**src/rtl/sm_dvfs_pkg.sv**
```systemverilog
// Shared types and constants for the per-SM DVFS sequencer.
package sm_dvfs_pkg;

  localparam int unsigned CntWidth = 16;

  typedef logic [1:0] level_t;

  typedef enum logic [2:0] {
    StIdle,
    StVUp,
    StFSw,
    StVDown,
    StDwell
  } state_e;

  localparam logic [7:0] VidDefault0 = 8'h40;
  localparam logic [7:0] VidDefault1 = 8'h50;
  localparam logic [7:0] VidDefault2 = 8'h60;
  localparam logic [7:0] VidDefault3 = 8'h70;

  // Load value that makes a state last exactly `cycles` clock cycles.
  function automatic logic [CntWidth-1:0] cnt_load(input int unsigned cycles);
    return CntWidth'(cycles - 1);
  endfunction

endpackage

```
**src/rtl/sm_dvfs_sequencer_if.sv**
```systemverilog
// Signal bundle between the SM controller / clock-regulator side and the sequencer.
interface sm_dvfs_sequencer_if;
  import sm_dvfs_pkg::*;

  level_t     dvfs_req;
  logic       pll_lock;
  logic [7:0] vid;
  level_t     freq_sel;
  logic       pll_relock;
  logic       sm_stall;
  level_t     cur_level;
  logic       busy;
  logic       lock_fault;

  modport master (
    input  dvfs_req, pll_lock,
    output vid, freq_sel, pll_relock, sm_stall, cur_level, busy, lock_fault
  );

  modport slave (
    output dvfs_req, pll_lock,
    input  vid, freq_sel, pll_relock, sm_stall, cur_level, busy, lock_fault
  );

endinterface

```
**src/rtl/dvfs_countdown.sv**
```systemverilog
// Loadable down-counter shared by all timed states; saturates at zero.
module dvfs_countdown
  import sm_dvfs_pkg::*;
(
  input  logic                clk,
  input  logic                rst_n,
  input  logic                i_load,
  input  logic [CntWidth-1:0] i_load_val,
  input  logic                i_dec,
  output logic                o_zero
);

  logic [CntWidth-1:0] r_count;

  always_ff @(posedge clk or negedge rst_n) begin
    if (!rst_n) begin
      r_count <= '0;
    end else if (i_load) begin
      r_count <= i_load_val;
    end else if (i_dec && (r_count != '0)) begin
      r_count <= r_count - 1'b1;
    end
  end

  assign o_zero = (r_count == '0);

endmodule

```
**src/rtl/sm_dvfs_sequencer.sv**
```systemverilog
// Per-SM DVFS sequencer: moves one level per pass, raising voltage before frequency
// on the way up and lowering it after frequency on the way down.
module sm_dvfs_sequencer
  import sm_dvfs_pkg::*;
#(
  parameter int unsigned RAMP_CYCLES  = 64,
  parameter int unsigned LOCK_TIMEOUT = 255,
  parameter int unsigned DWELL_CYCLES = 128,
  parameter logic [7:0]  VID0         = VidDefault0,
  parameter logic [7:0]  VID1         = VidDefault1,
  parameter logic [7:0]  VID2         = VidDefault2,
  parameter logic [7:0]  VID3         = VidDefault3
) (
  input logic                 clk,
  input logic                 rst_n,
  sm_dvfs_sequencer_if.master bus
);

  localparam logic [3:0][7:0]      VidTab    = {VID3, VID2, VID1, VID0};
  localparam logic [CntWidth-1:0] RampLoad  = cnt_load(RAMP_CYCLES);
  localparam logic [CntWidth-1:0] LockLoad  = cnt_load(LOCK_TIMEOUT);
  localparam logic [CntWidth-1:0] DwellLoad = cnt_load(DWELL_CYCLES);

  state_e     r_state;
  level_t     r_nxt;
  logic       r_dir_up;
  logic [7:0] r_vid;
  level_t     r_freq_sel;
  logic       r_pll_relock;
  logic       r_sm_stall;
  level_t     r_cur_level;
  logic       r_busy;
  logic       r_lock_fault;

  logic                w_zero;
  logic                w_go_up;
  logic                w_go_down;
  logic                w_lock_seen;
  level_t              w_lvl_up;
  level_t              w_lvl_dn;
  logic                w_load;
  logic                w_dec;
  logic [CntWidth-1:0] w_load_val;

  always_comb begin
    w_lvl_up    = r_cur_level + level_t'(1);
    w_lvl_dn    = r_cur_level - level_t'(1);
    w_go_up     = (bus.dvfs_req > r_cur_level) && !r_lock_fault;
    w_go_down   = (bus.dvfs_req < r_cur_level);
    // The lock input is stale while the relock pulse is still out.
    w_lock_seen = !r_pll_relock && bus.pll_lock;
    w_load      = 1'b0;
    w_load_val  = '0;
    w_dec       = 1'b0;
    case (r_state)
      StIdle: begin
        if (w_go_up) begin
          w_load     = 1'b1;
          w_load_val = RampLoad;
        end else if (w_go_down) begin
          w_load     = 1'b1;
          w_load_val = LockLoad;
        end
      end
      StVUp: begin
        if (w_zero) begin
          w_load     = 1'b1;
          w_load_val = LockLoad;
        end else begin
          w_dec = 1'b1;
        end
      end
      StFSw: begin
        if (w_lock_seen) begin
          w_load     = 1'b1;
          w_load_val = r_dir_up ? DwellLoad : RampLoad;
        end else if (w_zero) begin
          w_load     = 1'b1;
          w_load_val = DwellLoad;
        end else begin
          w_dec = 1'b1;
        end
      end
      StVDown: begin
        if (w_zero) begin
          w_load     = 1'b1;
          w_load_val = DwellLoad;
        end else begin
          w_dec = 1'b1;
        end
      end
      StDwell: w_dec = 1'b1;
      default: ;
    endcase
  end

  dvfs_countdown u_countdown (
    .clk        (clk),
    .rst_n      (rst_n),
    .i_load     (w_load),
    .i_load_val (w_load_val),
    .i_dec      (w_dec),
    .o_zero     (w_zero)
  );

  always_ff @(posedge clk or negedge rst_n) begin
    if (!rst_n) begin
      r_state      <= StIdle;
      r_nxt        <= '0;
      r_dir_up     <= 1'b0;
      r_vid        <= VID0;
      r_freq_sel   <= '0;
      r_pll_relock <= 1'b0;
      r_sm_stall   <= 1'b0;
      r_cur_level  <= '0;
      r_busy       <= 1'b0;
      r_lock_fault <= 1'b0;
    end else begin
      r_pll_relock <= 1'b0;
      case (r_state)
        StIdle: begin
          if (w_go_up) begin
            r_nxt    <= w_lvl_up;
            r_dir_up <= 1'b1;
            r_vid    <= VidTab[w_lvl_up];
            r_busy   <= 1'b1;
            r_state  <= StVUp;
          end else if (w_go_down) begin
            r_nxt        <= w_lvl_dn;
            r_dir_up     <= 1'b0;
            r_freq_sel   <= w_lvl_dn;
            r_sm_stall   <= 1'b1;
            r_pll_relock <= 1'b1;
            r_busy       <= 1'b1;
            r_state      <= StFSw;
          end
        end
        StVUp: begin
          if (w_zero) begin
            r_freq_sel   <= r_nxt;
            r_sm_stall   <= 1'b1;
            r_pll_relock <= 1'b1;
            r_state      <= StFSw;
          end
        end
        StFSw: begin
          if (w_lock_seen) begin
            r_sm_stall  <= 1'b0;
            r_cur_level <= r_nxt;
            if (r_dir_up) begin
              r_state <= StDwell;
            end else begin
              r_vid   <= VidTab[r_nxt];
              r_state <= StVDown;
            end
          end else if (w_zero) begin
            // Fall back to the previous PLL setting without another relock.
            r_lock_fault <= 1'b1;
            r_freq_sel   <= r_cur_level;
            r_vid        <= VidTab[r_cur_level];
            r_sm_stall   <= 1'b0;
            r_state      <= StDwell;
          end
        end
        StVDown: begin
          if (w_zero) r_state <= StDwell;
        end
        StDwell: begin
          if (w_zero) begin
            r_busy  <= 1'b0;
            r_state <= StIdle;
          end
        end
        default: r_state <= StIdle;
      endcase
    end
  end

  assign bus.vid        = r_vid;
  assign bus.freq_sel   = r_freq_sel;
  assign bus.pll_relock = r_pll_relock;
  assign bus.sm_stall   = r_sm_stall;
  assign bus.cur_level  = r_cur_level;
  assign bus.busy       = r_busy;
  assign bus.lock_fault = r_lock_fault;

endmodule
```
**src/flat_wrapper.sv**
```systemverilog
// flat-port wrapper written by rule: the top's interface ports become plain ports
module sm_dvfs_sequencer_flat import sm_dvfs_pkg::*;
#(
  parameter int unsigned RAMP_CYCLES  = 64,
  parameter int unsigned LOCK_TIMEOUT = 255,
  parameter int unsigned DWELL_CYCLES = 128,
  parameter logic [7:0]  VID0         = VidDefault0,
  parameter logic [7:0]  VID1         = VidDefault1,
  parameter logic [7:0]  VID2         = VidDefault2,
  parameter logic [7:0]  VID3         = VidDefault3
)
  (clk, rst_n, bus_dvfs_req, bus_pll_lock, bus_vid, bus_freq_sel, bus_pll_relock, bus_sm_stall, bus_cur_level, bus_busy, bus_lock_fault);
  sm_dvfs_sequencer_if bus_i ();
  input logic clk;
  input logic rst_n;
  input wire logic [$bits(bus_i.dvfs_req)-1:0] bus_dvfs_req;
  input wire logic [$bits(bus_i.pll_lock)-1:0] bus_pll_lock;
  output wire logic [$bits(bus_i.vid)-1:0] bus_vid;
  output wire logic [$bits(bus_i.freq_sel)-1:0] bus_freq_sel;
  output wire logic [$bits(bus_i.pll_relock)-1:0] bus_pll_relock;
  output wire logic [$bits(bus_i.sm_stall)-1:0] bus_sm_stall;
  output wire logic [$bits(bus_i.cur_level)-1:0] bus_cur_level;
  output wire logic [$bits(bus_i.busy)-1:0] bus_busy;
  output wire logic [$bits(bus_i.lock_fault)-1:0] bus_lock_fault;
  assign bus_i.dvfs_req = bus_dvfs_req;
  assign bus_i.pll_lock = bus_pll_lock;
  assign bus_vid = bus_i.vid;
  assign bus_freq_sel = bus_i.freq_sel;
  assign bus_pll_relock = bus_i.pll_relock;
  assign bus_sm_stall = bus_i.sm_stall;
  assign bus_cur_level = bus_i.cur_level;
  assign bus_busy = bus_i.busy;
  assign bus_lock_fault = bus_i.lock_fault;
  sm_dvfs_sequencer #(.RAMP_CYCLES(RAMP_CYCLES), .LOCK_TIMEOUT(LOCK_TIMEOUT), .DWELL_CYCLES(DWELL_CYCLES), .VID0(VID0), .VID1(VID1), .VID2(VID2), .VID3(VID3)) u_core (.clk(clk), .rst_n(rst_n), .bus(bus_i));
endmodule
```
**config.mk**
```make
export PLATFORM = sky130hd
export DESIGN_NAME = sm_dvfs_sequencer_flat
export DESIGN_NICKNAME = d
export VERILOG_FILES = /design/src/rtl/sm_dvfs_pkg.sv /design/src/rtl/sm_dvfs_sequencer_if.sv /design/src/rtl/dvfs_countdown.sv /design/src/rtl/sm_dvfs_sequencer.sv /design/src/flat_wrapper.sv
export SDC_FILE = /design/constraint.sdc
export NUM_CORES = 1
export LEC_CHECK = 0
export ABC_AREA = 1
export CAP_MARGIN = 20
export CORE_MARGIN = 2
export CORE_UTILIZATION = 50
export DETAILED_ROUTE_END_ITERATION = 16
export PLACE_DENSITY = 0.74
export SKIP_CTS_REPAIR_TIMING = 1
export SLEW_MARGIN = 0
export SYNTH_ARGS = -nofsm -noshare
export SYNTH_HDL_FRONTEND = slang
export SYNTH_SLANG_ARGS = --single-unit
```
**constraint.sdc**
```tcl
create_clock -name clk -period 1.6 [get_ports clk]
set_input_delay 0.48 -clock clk [delete_from_list [all_inputs] [get_ports clk]]
set_output_delay 0.48 -clock clk [all_outputs]
set_load 0.1 [all_outputs]
```
Word-level counts from Yosys, hierarchy flattened --
Cells that the tools add are included.
Word-level totals: register bits after elaboration 38, latch bits 0, memory bits (writable) 0, ROM bits 0, memories 0
Operators by class: add/sub/neg operators 3, $mul 0, divide/modulo/power cells 0, $lt $le $gt $ge 5, equal/unequal tests 14, shift operators 0, mux-type cells 55, bitwise gates (word level) 1, reduce and logical (&&, ||, !) cells 22
Operators with widths (count):
- two-way mux 8 bit | 9
- two-way mux 16 bit | 4
- case mux 16 bit (4 select lines) | 1
- binary-select mux 8 bit (select 2 bit) | 3
- two-way mux 3 bit | 7
- logical NOT 16 bit | 1
- case mux 8 bit (2 select lines) | 1
- nonzero test 16 bit | 1
- subtractor 16 x 1 -> 16 bit (second input constant) | 1
- two-way mux 1 bit | 15
- case mux 3 bit (5 select lines) | 1
- two-way mux 7 bit | 2
- two-way mux 2 bit | 6
- inequality test 2 bit (second input constant) | 5
- less-than comparator 2 x 3 -> 1 bit (second input constant) | 3
- case mux 1 bit (3 select lines) | 3
- AND reduction 3 bit | 3
- nonzero test 2 bit | 4
- equality test 3 x 2 -> 1 bit (second input constant) | 2
- case mux 2 bit (3 select lines) | 1
- AND reduction 6 bit | 1
- AND reduction 5 bit | 1
- inequality test 2 x 1 -> 1 bit (second input constant) | 2
- case mux 1 bit (2 select lines) | 2
- 17 further kinds | 21

Longest topological paths before layout --
depth after elaboration 7, mapped depth 13

Cells and area by module --
A second synthesis with hierarchy kept.
Unflattened totals: cells, all modules 349, area total of the unflattened synthesis 2366.0 um2
By module, submodules not included:
- dvfs_countdown | times used 1, cells each 183, area each 1255.0 um2, sequential area each 400.4 um2
- sm_dvfs_sequencer | times used 1, cells each 166, area each 1111.1 um2, sequential area each 400.4 um2

Worst setup path before layout --
No wires, ideal clock.
path type register to register, from reg u_core.r_cur_level[1] (netlist: u_core.bus.cur_level[1]), to reg u_core.u_countdown.r_count[13], library setup time 121 ps, arrival time 2260 ps, required time 1479 ps, path slack -781 ps, cell stages (with the launch flop) 12, buffers on the path 1, period minus slack after synthesis 2381 ps, path through dfrtp_1 inv_1 ha_1 a21oi_1 inv_1 nand2_1 nand2_1 nand2_1 nor2_4 buf_6 nand3b_1 o21ai_1
Between the ends: word-level cells in the longest chain between the ends 5, elaborated cells on any way between the ends 8
Ends and longest elaborated chain:
- from (decl) | line sm_dvfs_sequencer.sv:31 | level_t r_cur_level;
- from (signal assigned) | line sm_dvfs_sequencer.sv:149 | r_cur_level <= r_nxt;
- less-than comparator 2 bit or > comparator 2 bit (tied branches) | line sm_dvfs_sequencer.sv:49, sm_dvfs_sequencer.sv:48
- two-way mux 1 bit or logical AND 1 bit (tied branches) | line sm_dvfs_sequencer.sv:60, sm_dvfs_sequencer.sv:48
- two-way mux 1 bit (*) | line sm_dvfs_sequencer.sv:57 | if (w_go_up) begin
- case mux 1 bit (3 select lines) (*) | line sm_dvfs_sequencer.sv:55 | case (r_state)
- two-way mux 16 bit or nonzero test 2 bit (tied branches)
- to (signal assigned) | line dvfs_countdown.sv:19 | r_count <= i_load_val;
- to (signal assigned) | line dvfs_countdown.sv:21 | r_count <= r_count - 1'b1;
- to (decl) | line dvfs_countdown.sv:13 | logic [CntWidth-1:0] r_count;
Every way passes the cells marked *; elsewhere a longest branch is shown, timed or not. A chain may end at the register's enable or synchronous reset.

Worst setup path after layout --
from reg u_core.r_cur_level[0] (netlist: u_core.bus.cur_level[0]), to reg u_core.u_countdown.r_count[6]
Between the ends: word-level cells in the longest chain between the ends 5, elaborated cells on any way between the ends 11
Ends and longest elaborated chain:
- less-than comparator 2 bit or > comparator 2 bit (tied branches) | line sm_dvfs_sequencer.sv:49, sm_dvfs_sequencer.sv:48
- two-way mux 8 bit, or another cell as far along | line sm_dvfs_sequencer.sv:60 | end else if (w_go_down) begin
- two-way mux 16 bit or two-way mux 1 bit (tied branches) | line sm_dvfs_sequencer.sv:57
- case mux 16 bit (4 select lines) or case mux 1 bit (3 select lines) (tied branches) | line sm_dvfs_sequencer.sv:55
- two-way mux 16 bit or nonzero test 2 bit (tied branches)
Several ways; a longest one is shown, not always the timed one.

==> results.cfg <==
[pwr]
vdd_drop_max_mv = 1.41
leakage_nw = 1.55
powerDensity_mw_per_mm2 = 1960
total_power_mw = 5.96

[timing]
holdWs_ns = 0.533
fmax_mhz = 578
skew_ns = 0.0106
setup_violations = 22
fin_crit_ns = 1.73
rsz0062_at_grt = yes
min_period_over_period_pct = 108
worst_slack_ns = -0.129
slew_viol_final = 0
finalHoldViolations = 0

[routing]
detail_route.vias_per_cell = 5.17
vias = 2054
drc = 0
drtIter0Drc = 132
first_pass_iters = 4
avgRoutedWirePerCell_um = 13.7
wl_um = 5450
final_antenna_net_count = 0

[placement]
gp_congestion = 0.909
hpwlAfterDp_um = 3890
dp.cells = 385
numPortBuffers = 14
place_area_mm2 = 0.00272

[clock_network]
clock_latency_ns = 0.29
cts_max_path_buffers = 2
cts-htree-levels = 2
cts_tree = built
clk_pin_slew_ns = 0.07
cts.sinks = 32
cts_made_buffers = 5
cts-root-buf = clkbuf_8

[floorplan]
initial_utilization_pct = 51.6
die_x_um = 68.3
rows = 23
coreArea_mm2 = 0.00400
die_y_um = 68.3
ios = 21
dieArea_mm2 = 0.00466

[worst_setup_path]
r2r_slack_ns = -0.13
worstPathMaxFanout = 6
crit_path_end_kind = flip-flop
critPathArrivalTime_ns = 1.96
cp-start-kind = flip-flop
startpoint = u_core.bus.cur_level[0]$_DFFE_PN0P_
cp.required_ns = 1.83
critPathKind = flip-flop to flip-flop
reg2reg_from = u_core.bus.cur_level[0]$_DFFE_PN0P_

[cells_and_area]
ff_latch_area_um2 = 811
fin_cells = 397
drive_above_1_share_pct = 37.5
syn_to_final_growth_pct = 47.1
multiInputGateArea_mm2 = 0.00131
diodes = 0
nets = 354
fillerInstances = 254
final_core_util_pct = 75.9
fin_area_mm2 = 0.00304

[grt]
grt_max_degree = 33
first_global_vias = 1748
grt_pass1_wl_um = 8070
overflow = 0
grt_util_all_layers_pct = 24.0
antenna_found_initial = 0

[min_path]
hold_class = flip-flop to flip-flop
hp-start = u_core.r_nxt[0]$_DFFE_PN0P_

[status]
status = finished, violations left
violations = setup timing

[yosys]
avgSynthCellArea_um2 = 7.40
yosys_warnings = 0
synth_seq_cells = 32
netlist_area_mm2 = 0.00207
synth-seq-area-share_pct = 38.8
synthCells = 279
synth_cell_type_count = 29

[run]
maxCapViolCount = 0
==> worst max-delay path: stages, from the launching register on <==
cell and delay (ns):
dfrtp_4 0.50, ha_4 0.27, nand2_2 0.06, nand2_4 0.09, nand2_2 0.05, nand2_2 0.06
nand2_2 0.06, nor2_4 0.21, inv_4 0.08, nor2_4 0.15, nand2_1 0.07, nand2_1 0.06
==> synth_stat cells (all sizes together) <==
| cell | count | share of area (%) |
|---|---|---|
| nand2 | 85 | 17 |
| nor2 | 42 | 10 |
| inv | 34 | 6.2 |
| dfrtp | 32 | 39 |
| nand3 | 21 | 6.5 |
| o21ai | 18 | 4.4 |
| a21oi | 8 | 1.9 |
| buf | 8 | 3.3 |
| xor2 | 8 | 3.4 |
| nor3 | 4 | 0.97 |
| o211ai | 4 | 1.5 |
| ha | 3 | 1.8 |
| nand3b | 3 | 1.1 |
| nand4 | 3 | 0.91 |
| conb | 2 | 0.36 |
| a21boi | 1 | 0.36 |
| o2111ai | 1 | 0.42 |
| o31ai | 1 | 0.36 |
| xnor2 | 1 | 0.42 |
==> worst paths after layout <==
| path | to | cells after the start |
|---|---|---|
| worst max-delay path | u_core.u_countdown.r_count[6]$_DFFE_PN0P_ | 11 |
| worst min-delay path | u_core.r_nxt[0]$_DFFE_PN0P_ | 2 |
| worst max register to register | u_core.u_countdown.r_count[6]$_DFFE_PN0P_ | 11 |
| worst min register to register | u_core.r_nxt[0]$_DFFE_PN0P_ | 2 |
| max in group asynchronous | u_core.bus.lock_fault$_DFFE_PN0P_ | 2 |
| min in group asynchronous | u_core.bus.vid[5]$_DFFE_PN0P_ | 2 |
==> report_power, final <==
part	internal (mW)	leakage, nW	switching, mW
clock network	0.351	0.0455	0.307
registers	1.08	0.393	0.251
logic	1.53	1.11	2.44
total	2.97	1.55	2.99
==> flip-flops by register name (all words and copies together) (netlist names) <==
register,cells
u_core.bus.pll_relock,1
u_core.r_state,3
u_core.bus.sm_stall,1
u_core.r_dir_up,1
u_core.bus.cur_level,2
u_core.bus.lock_fault,1
u_core.r_nxt,2
u_core.bus.freq_sel,2
u_core.bus.vid,2
u_core.u_countdown.r_count,16
u_core.bus.busy,1
==> cell families after synthesis <==
kind of cell | synth area share [%]
AO/OA/AOI/OAI | 8.90
XOR/XNOR | 3.82
adder cells (fa/ha/maj) | 1.82
buffers and inverters | 9.45
flip-flops | 38.8
other | 0.364
AND/OR/NAND/NOR | 36.9
==> cells in the final DEF (no fill, tap or decap), types with 9 or more instances in the layout <==
cell type	n
buf_12	11
buf_4	43
dfrtp_1	28
inv_1	24
nand2_1	68
nand2_2	11
nand3_1	16
nor2_1	26
nor2_4	10
o21ai_1	9
==> through the flow <==
| step | TNS (ns) | setup WS (ns) |
|---|---|---|
| 3_3_place_gp | -14.91 | -0.640 |
| 4_1_cts | -6.55 | -0.370 |
| 5_1_grt | -3.68 | -0.219 |
| 2_1_floorplan | -3.44 | -0.246 |
| 6_report | -1.60 | -0.129 |
| 3_5_place_dp | -15.80 | -0.677 |
==> final cells by class <==
| cell class | instances | share of cell area (%) |
|---|---|---|
| multi-input combinational | 211 | 43.1 |
| inverter | 34 | 4.37 |
| timing repair buffer | 62 | 20.8 |
| tap | 50 | 2.06 |
| sequential | 32 | 26.7 |
| clock buffer | 8 | 2.97 |
==> metal layers <==
| layer | wire, µm | vias to the layer above | GRT usage, % |
|---|---|---|---|
| met5 | 0 | - | 0 |
| li1 | - | 1017 | - |
| met3 | 426 | 9 | 5.43 |
| met1 | 2390 | 946 | 33.4 |
| met4 | 91 | 0 | 9.25 |
| met2 | 2540 | 82 | 36.2 |
Power figures use the tool's default switching activity.
